==> config.mk <==
export PLATFORM = sky130hd
export DESIGN_NAME = turbo_rsc_encoder
export DESIGN_NICKNAME = d
export VERILOG_FILES = /design/src/rtl/turbo_enc_pkg.sv /design/src/rtl/turbo_rsc_encoder_rsc_core.sv /design/src/rtl/turbo_rsc_encoder.sv
export SDC_FILE = /design/constraint.sdc
export NUM_CORES = 1
export LEC_CHECK = 0
export CAP_MARGIN = 20
export CORE_ASPECT_RATIO = 1.1
export CORE_MARGIN = 2
export CORE_UTILIZATION = 40
export CTS_BUF_LIST = sky130_fd_sc_hd__clkbuf_8
export DETAILED_ROUTE_END_ITERATION = 8
export HOLD_SLACK_MARGIN = 0.05
export PLACE_DENSITY = 0.64
export SLEW_MARGIN = 20
export SYNTH_ARGS = -nofsm -noshare
export SYNTH_HDL_FRONTEND = slang
export SYNTH_HIERARCHICAL = 1
export SYNTH_SLANG_ARGS = --single-unit
==> constraint.sdc <==
create_clock -name clk -period 2.33 [get_ports clk]
set_input_delay 0.5825 -clock clk [delete_from_list [all_inputs] [get_ports clk]]
set_output_delay 0.5825 -clock clk [all_outputs]
set_load 0.01 [all_outputs]
==> src/rtl/turbo_enc_pkg.sv <==
// Shared types and trellis helpers for the
// LTE turbo RSC encoder.
package turbo_enc_pkg;

  typedef enum logic [1:0] {
    IDLE,
    DATA,
    TAIL
  } enc_state_e;

  localparam int MEM      = 3;
  localparam int TAIL_LEN = 3;
  localparam int KMIN_DEF = 40;
  localparam int KMAX_DEF = 6144;

  // {s, par} for input bit c and state q = {q2,q1,q0}
  function automatic logic [1:0] rsc_step(
    input logic           c,
    input logic [MEM-1:0] q
  );
    logic fb;
    logic s;
    fb = q[1] ^ q[2];
    s  = c ^ fb;
    return {s, s ^ q[0] ^ q[2]};
  endfunction

endpackage

==> src/rtl/turbo_rsc_encoder_rsc_core.sv <==
// One constituent RSC encoder: trellis memory
// plus feedback and parity logic.
module rsc_core
  import turbo_enc_pkg::*;
(
  input  logic           clk,
  input  logic           aclr_n,
  input  logic           clr,
  input  logic           step,
  input  logic           tail,
  input  logic           c,
  output logic           sys,
  output logic           par,
  output logic [MEM-1:0] q
);

  logic fb;
  logic c_eff;
  logic s;

  // tail beats feed back fb so the register drains to zero
  assign fb    = q[1] ^ q[2];
  assign c_eff = tail ? fb : c;
  assign sys   = c_eff;
  assign {s, par} = rsc_step(c_eff, q);

  // shift the trellis memory on each produced beat
  always_ff @(posedge clk or negedge aclr_n) begin
    if (!aclr_n) begin
      q <= '0;
    end else if (clr) begin
      q <= '0;
    end else if (step) begin
      q <= {q[1], q[0], s};
    end
  end

endmodule

==> src/rtl/turbo_rsc_encoder.sv <==
// Multi-channel lock-step RSC encoder with
// trellis termination and output register.
module turbo_rsc_encoder
  import turbo_enc_pkg::*;
#(
  parameter int NCH  = 2,
  parameter int KMAX = KMAX_DEF,
  parameter int KMIN = KMIN_DEF,
  parameter int KW   = $clog2(KMAX + 1)
) (
  input  logic             clk,
  input  logic             aclr_n,
  input  logic             start,
  input  logic [KW-1:0]    k_len,
  input  logic             in_valid,
  output logic             in_ready,
  input  logic [NCH-1:0]   in_bits,
  output logic             out_valid,
  input  logic             out_ready,
  output logic [NCH-1:0]   out_sys,
  output logic [NCH-1:0]   out_par,
  output logic             out_tail,
  output logic             out_last,
  output logic             busy,
  output logic             err,
  output logic [3*NCH-1:0] dbg_state
);

  enc_state_e state;
  logic [KW-1:0] klen_r;
  logic [KW-1:0] cnt;
  logic [1:0]    tcnt;

  logic out_free;
  logic data_fire;
  logic tail_fire;
  logic step;
  logic k_ok;
  logic start_ok;
  logic is_tail;
  logic tail_end;

  logic [NCH-1:0] sys_w;
  logic [NCH-1:0] par_w;

  assign out_free  = !out_valid || out_ready;
  assign in_ready  = (state == DATA) && out_free;
  assign data_fire = in_ready && in_valid;
  assign is_tail   = (state == TAIL);
  assign tail_fire = is_tail && out_free;
  assign step      = data_fire || tail_fire;
  assign tail_end  = (tcnt == 2'(TAIL_LEN - 1));
  assign k_ok      = (k_len >= KW'(KMIN))
                  && (k_len <= KW'(KMAX));
  assign start_ok  = start && (state == IDLE)
                  && k_ok;
  assign busy      = (state != IDLE) || out_valid;

  for (genvar g = 0; g < NCH; g++) begin : g_ch
    logic [MEM-1:0] q;
    rsc_core u_core (
      .clk   (clk),
      .aclr_n(aclr_n),
      .clr   (start_ok),
      .step  (step),
      .tail  (is_tail),
      .c     (in_bits[g]),
      .sys   (sys_w[g]),
      .par   (par_w[g]),
      .q     (q)
    );
    assign dbg_state[3*g +: 3] = q;
  end

  // block sequencing: data beats, then three tail beats
  always_ff @(posedge clk or negedge aclr_n) begin
    if (!aclr_n) begin
      state  <= IDLE;
      klen_r <= '0;
      cnt    <= '0;
      tcnt   <= '0;
      err    <= 1'b0;
    end else begin
      err <= start && !start_ok;
      unique case (state)
        IDLE: begin
          if (start_ok) begin
            state  <= DATA;
            klen_r <= k_len;
            cnt    <= '0;
          end
        end
        DATA: begin
          if (data_fire) begin
            if (cnt == klen_r - KW'(1)) begin
              state <= TAIL;
              cnt   <= '0;
              tcnt  <= '0;
            end else begin
              cnt <= cnt + KW'(1);
            end
          end
        end
        TAIL: begin
          if (tail_fire) begin
            if (tail_end) begin
              state <= IDLE;
              tcnt  <= '0;
            end else begin
              tcnt <= tcnt + 2'd1;
            end
          end
        end
        default: state <= IDLE;
      endcase
    end
  end

  // single-entry output register, held under backpressure
  always_ff @(posedge clk or negedge aclr_n) begin
    if (!aclr_n) begin
      out_valid <= 1'b0;
      out_sys   <= '0;
      out_par   <= '0;
      out_tail  <= 1'b0;
      out_last  <= 1'b0;
    end else if (step) begin
      out_valid <= 1'b1;
      out_sys   <= sys_w;
      out_par   <= par_w;
      out_tail  <= is_tail;
      out_last  <= is_tail && tail_end;
    end else if (out_ready) begin
      out_valid <= 1'b0;
    end
  end

endmodule
### After elaboration in Yosys (flattened, before gate mapping)

Index checks and enable logic that the tools add are counted.

* multipliers: 0
* add/sub/neg operators: 3
* equal/unequal tests: 9
* bitwise operators: 8
* shift-type cells: 0
* muxes and demuxes: 23
* reductions and logical operators: 23
* magnitude comparators: 2
* divide/modulo/power cells: 0

Operator list (count)
* two-way mux 13 bit: 3
* case mux 13 bit (2 select lines): 1
* two-way mux 2 bit: 9
* adder 13 x 1 -> 13 bit, second input constant: 1
* == test 13 bit: 1
* greater-or-equal comparator 13 x 6 -> 1 bit, second input constant: 1
* <= comparator 13 bit, second input constant: 1
* subtractor 13 x 1 -> 13 bit, second input constant: 1
* two-way mux 3 bit: 4
* nonzero test 2 bit: 5
* logical AND 1 bit: 8
* inequality test 2 bit, second input constant: 4
* XOR 1 bit: 8
* case mux 2 bit (3 select lines): 1
* AND reduction 5 bit: 1
* == test 2 bit, second input constant: 2
* two-way mux 1 bit: 4
* case mux 2 bit (2 select lines): 1
* AND reduction 4 bit: 1
* logical OR 1 bit: 3
* AND reduction 3 bit: 1
* adder 2 x 1 -> 2 bit, second input constant: 1
* == test 2 x 1 -> 1 bit, second input constant: 1
* zero test 1 bit: 2
* 3 further kinds: 3

* bits in read-only memories: 0
* RAM bits: 0
* output and inout port bits: 16
* logic and storage cells: 80
* bits in registers: 44
* input bits: 20
* bits in latches: 0
* memories: 0

### Longest topological paths before layout

* word-level depth: 7
* depth in mapped cells: 10
* depth with buffers taken out: 8

### Cells and area by module

The synthesis kept the hierarchy.

Modules (own cells, without submodules)
* turbo_rsc_encoder: cells each 256, sequential area each 950.9 µm², instances 1, area an instance 2253.4 µm²
* rsc_core: cells each 18, sequential area each 75.1 µm², instances 2, area an instance 188.9 µm²

### Worst setup path before layout

No wires, ideal clock.

* path type: input port to flip-flop
* start point: input k_len[6]
* end point: register g_ch[0].u_core.q[0]
* stages: 9
* setup slack: -299 ps
* path buffers: 2
* data required time: 2182 ps
* library setup time: 148 ps
* data arrival time: 2481 ps
* cells stage by stage: nor4_1 > and4b_1 > o2111ai_1 > inv_1 > clkbuf_1 > buf_1 > and4bb_2 > nand2_1 > o221ai_1

* longest elaborated chain between the ends: 4
* elaborated cells on any way between the ends: 6
* those cells by class: 2 x order compare; 1 x mux; 3 x reduce/logical

RTL lines
* start, declared: line turbo_rsc_encoder.sv:14 `input logic [KW-1:0] k_len,`
* greater-or-equal comparator 13 x 6 -> 1 bit or <= comparator 13 bit (tied branches): line turbo_rsc_encoder.sv:53, turbo_rsc_encoder.sv:54
* logical AND 1 bit (*): line turbo_rsc_encoder.sv:54 `&& (k_len <= KW'(KMAX));`
* logical AND 1 bit (*): line turbo_rsc_encoder.sv:56 `&& k_ok;`
* net start_ok: line turbo_rsc_encoder.sv:39 `logic start_ok;`
* two-way mux 3 bit or nonzero test 2 bit (tied branches)
* end signal, assigned: line turbo_rsc_encoder_rsc_core.sv:34 `q <= {q[1], q[0], s};`
* end, declared: line turbo_rsc_encoder_rsc_core.sv:14 `output logic [MEM-1:0] q`

Mark *: on every way through the listed nets, which the timed path passes. The rest lies on a longest branch.
A chain may end at the register's enable or synchronous reset.

### Final worst setup path

* start point: register klen_r[5]
* end point: register cnt[11]

* longest elaborated chain between the ends: 5

RTL lines
* start, declared: line turbo_rsc_encoder.sv:30 `logic [KW-1:0] klen_r;`
* start signal, assigned: line turbo_rsc_encoder.sv:89 `klen_r <= k_len;`
* subtractor 13 x 1 -> 13 bit: line turbo_rsc_encoder.sv:95 `if (cnt == klen_r - KW'(1)) begin`
* == test 13 bit: line turbo_rsc_encoder.sv:95
* two-way mux 13 bit: line turbo_rsc_encoder.sv:95
* two-way mux 13 bit: line turbo_rsc_encoder.sv:94 `if (data_fire) begin`
* case mux 13 bit (2 select lines): line turbo_rsc_encoder.sv:85 `unique case (state)`
* end signal, assigned: line turbo_rsc_encoder.sv:100 `cnt <= cnt + KW'(1);`
* end, declared: line turbo_rsc_encoder.sv:31 `logic [KW-1:0] cnt;`

No other way between the ends. The select of a mux whose other input is x is not followed.

==> impl_results.md <==
- Outcome: complete, but fails checks
- Failing checks: setup timing
- Min cycle time layout: 2.46 ns
- Drt wl/cell: 14.9 um
- R2r startpoint: klen_r[5]$_DFFE_PN0P_
- Max Cap Viol: 0
- Final nets: 402
- Slew HR: 61.5%
- H-Tree Depth: 2
- Tcrit/Tclk final: 106%
- Routed Wire Length: 6.88 mm
- Vias in the first global route: roughly 2400
- Total buffers and inverters traversed by the critical path: 1
- Clk Latency, worst-skew pair: 0.30 ns
- Worst path slowest cell: or4_4
- DRC Markers: 0
- Initial antenna violation count: 0
- Total track usage: a little over a fifth
- Synth-to-layout area growth: 41.1%
- Commonest non-fill, non-tap cell in the layout: buf_4
- Startpoint class of the critical path: register
- #FFs+latches synth: 44
- Power after layout: 4.53 mW
- Num Clock Sinks: 44
- CP peak stage delay: 0.60 ns
- Core area: around 6500 um2
- TritonCTS clock tree: built
- Main synth FF type: dfrtp_1
- Die height: about 89 um
- Clock buffer depth: 2
- Detailed Place HPWL: roughly 5 mm
- Post-synth top area share: 41.8%
- Syn avg cell area: 9.01 um2
- Clock buffers created by TritonCTS: 5
- Critical setup path kind: register to register
- Post-Syn Area: about 2600 um2
- Most frequent CP cell: or4_4
- Die width: 81.3 um
- Sequential share of the synthesized area: a little over two fifths
- P_sw: 1.81 mW
- 1st-iter DRT viols: between 70 and 80
- Clk_skew: roughly 0.014 ns
- RSZ-0062 raised after global routing: true
- Total number of vias: 2477
- R2r setup slk: -0.13 ns
- First-pass GRT wire length: 11.8 mm
- Yosys top cell by area: dfrtp_1
- Switching part of the total: approximately 40%
- CP Max Fanout: 5
- Max Freq: approximately 0.41 GHz
- CTS clk-pin slew, worst paths: 0.09 ns
- Logic gate share of total power: between 50% and 60%
- P_leak: 1.64 nW
- # diodes: 0
- # setup viols final: 17
- Worst R2R End: cnt[11]$_DFFE_PN0P_
- DIE AREA: ~7200 um2
- Fin. Hold Viols: 0
- Global placer's final weighted congestion: 0.854
- Routed Antenna Nets: 0
- Top post-synthesis cells by area: dfrtp_1, nand2_1, xnor2_1
- I/O pin count: 36
- Cell variety after synth: 55
- Required time of the critical path: 2.53 ns
- FF-to-FF path depth: 7
- Commonest cells after routing, fill and taps aside: buf_4, nand2_1, dfrtp_1
- Mapped Cells: 292
- Pre-antenna DRT Iters: 4
- Clk pwr share: around 14%
- Drt via density: approximately 5.3
- Total gr overflow: 0
- Post-Syn Nets: around 310
- DP Cell Count: 445
- Share of layout cells above drive strength 1: approximately 25%
- Seq pwr share: 29.7%
- Reg area: 1100 um2
- Final setup margin: -0.129 ns
- Worst slew pin tran: 0.578 ns
- Post-synth EDFFs: 0
- Data arrival, critical path: ~2.7 ns
- Initial Util: 40.6%
- Maximum VDD drop: 0.000613 V
- Yosys warns: 6
- CTS root buf: clkbuf_8
- CTS Hold Buffers Added: 0
- Fin cells: 463
- Asr flop ratio synth: 100%
- Internal power: 2.72 mW
- Hold Crit Class: input port to asynchronous set/reset pin
- Number of port buffers: 35
- Area occupied by multi-input gates: between 1500 and 2000 um2
- Power per cell area: 1220 nW/um2
- Row Count: 31
- Largest net degree at the start of global routing: between 40 and 50
- CP Cell Sequence: or4_4 > or4_4 > a211oi_4 > nor2_2 > o41ai_4 > buf_2 > a21oi_1
- Delay-heaviest family, CP: simple AND/OR/NAND/NOR gates
- Final count of pins violating max slew: 0
- Number of fill cells: 556
- Critical Path End Type: register
power groups by stage:
stage               clock [mW]  combinational, mW  sequential, mW
global placement             0               2.25            1.35
floorplan                    0               1.38            1.33
finish                   0.646               2.54            1.35
CTS                      0.655               2.38            1.35
global route             0.687               2.79            1.40
detailed placement           0               2.28            1.36
how the worst max path moves through the flow:
stage | from | endpoint | slack (ns) | cells past startpoint
after CTS | klen_r[5]$_DFFE_PN0P_ | cnt[12]$_DFFE_PN0P_ | -0.16 | 7
after global placement | k_len[0] | g_ch[0].u_core/q[0]$_DFFE_PN0P_ | -0.34 | 9
final | klen_r[5]$_DFFE_PN0P_ | cnt[11]$_DFFE_PN0P_ | -0.13 | 7
after detailed placement | k_len[1] | g_ch[1].u_core/q[0]$_DFFE_PN0P_ | -0.41 | 9
after global routing | klen_r[3]$_DFFE_PN0P_ | cnt[0]$_DFFE_PN0P_ | -0.21 | 10
after floorplan | klen_r[3]$_DFFE_PN0P_ | cnt[10]$_DFFE_PN0P_ | -0.18 | 7
flip-flops by register name, summed over array words and instances, names as in the netlist:
name           cells
out_last           1
tcnt               2
cnt               13
g_ch.u_core/q      6
out_par            2
out_tail           1
klen_r            13
err                1
state              2
out_sys            2
out_valid          1
what timing repair did:
| item | 4_1_cts | 5_1_grt |
|---|---|---|
| pin swaps | 6 | 7 |
| cloned | 0 | 1 |
| resized for setup | 17 | 12 |
| endpoints found under the setup margin | 20 | 20 |
| setup buffers | 8 | 2 |
cells by family after synthesis:
| logic type | Yosys count | share of synthesized area [%] |
|---|---|---|
| DFF | 44 | 41.8 |
| xor gates and xnor gates | 27 | 8.99 |
| and+or+nand+nor | 126 | 24.7 |
| buffers and inverters | 21 | 3.04 |
| muxes | 10 | 3.99 |
| AOI/OAI and AO/OA | 62 | 16.5 |
| adders and majority gates | 2 | 0.951 |
routing by layer:
layer	vias to the layer above	part of all wire [%]	global-route usage (%)
li1	1214	-	-
met1	1201	45	28.2
met2	54	50	35.4
met3	8	3.6	3.54
met4	0	1.3	5.70
met5	-	0	0
final cells by class:
type | count | area share (%)
clock inverters | 1 | 0.809
inverters | 8 | 0.809
repair buffers | 94 | 21.3
multi-input cells | 227 | 42.1
flip-flops and latches | 44 | 29.6
well taps | 82 | 2.76
clock buffers | 7 | 2.59
Yosys cell counts (3+ instances only):
cell	instances
dfrtp_1	44
o31ai_1	4
clkbuf_1	10
a31oi_1	4
mux2_2	4
nand3_1	7
xnor2_1	20
o221ai_1	3
xor2_1	7
a21oi_1	16
mux2i_1	6
a211oi_1	4
inv_1	8
nor2_1	15
nor4_1	4
o21ai_0	11
nor2b_1	5
nor3_1	11
nand2b_1	10
nand2_1	51
and3_1	5
per-stage QoR:
stage	util, %	setup TNS (ns)	hold slack, ns	setup slack, ns	area (um2)
after floorplan	-	-1.54	0.287	-0.175	2660
after global placement	52.7	-5.57	0.472	-0.345	3410
after detailed placement	52.7	-7.40	0.479	-0.414	3410
after CTS	56.2	-1.66	0.386	-0.157	3640
after global routing	57.3	-2.77	0.397	-0.211	3710
final	57.3	-1.46	0.360	-0.129	3710
Note: power is estimated with default switching activity, not from simulation.
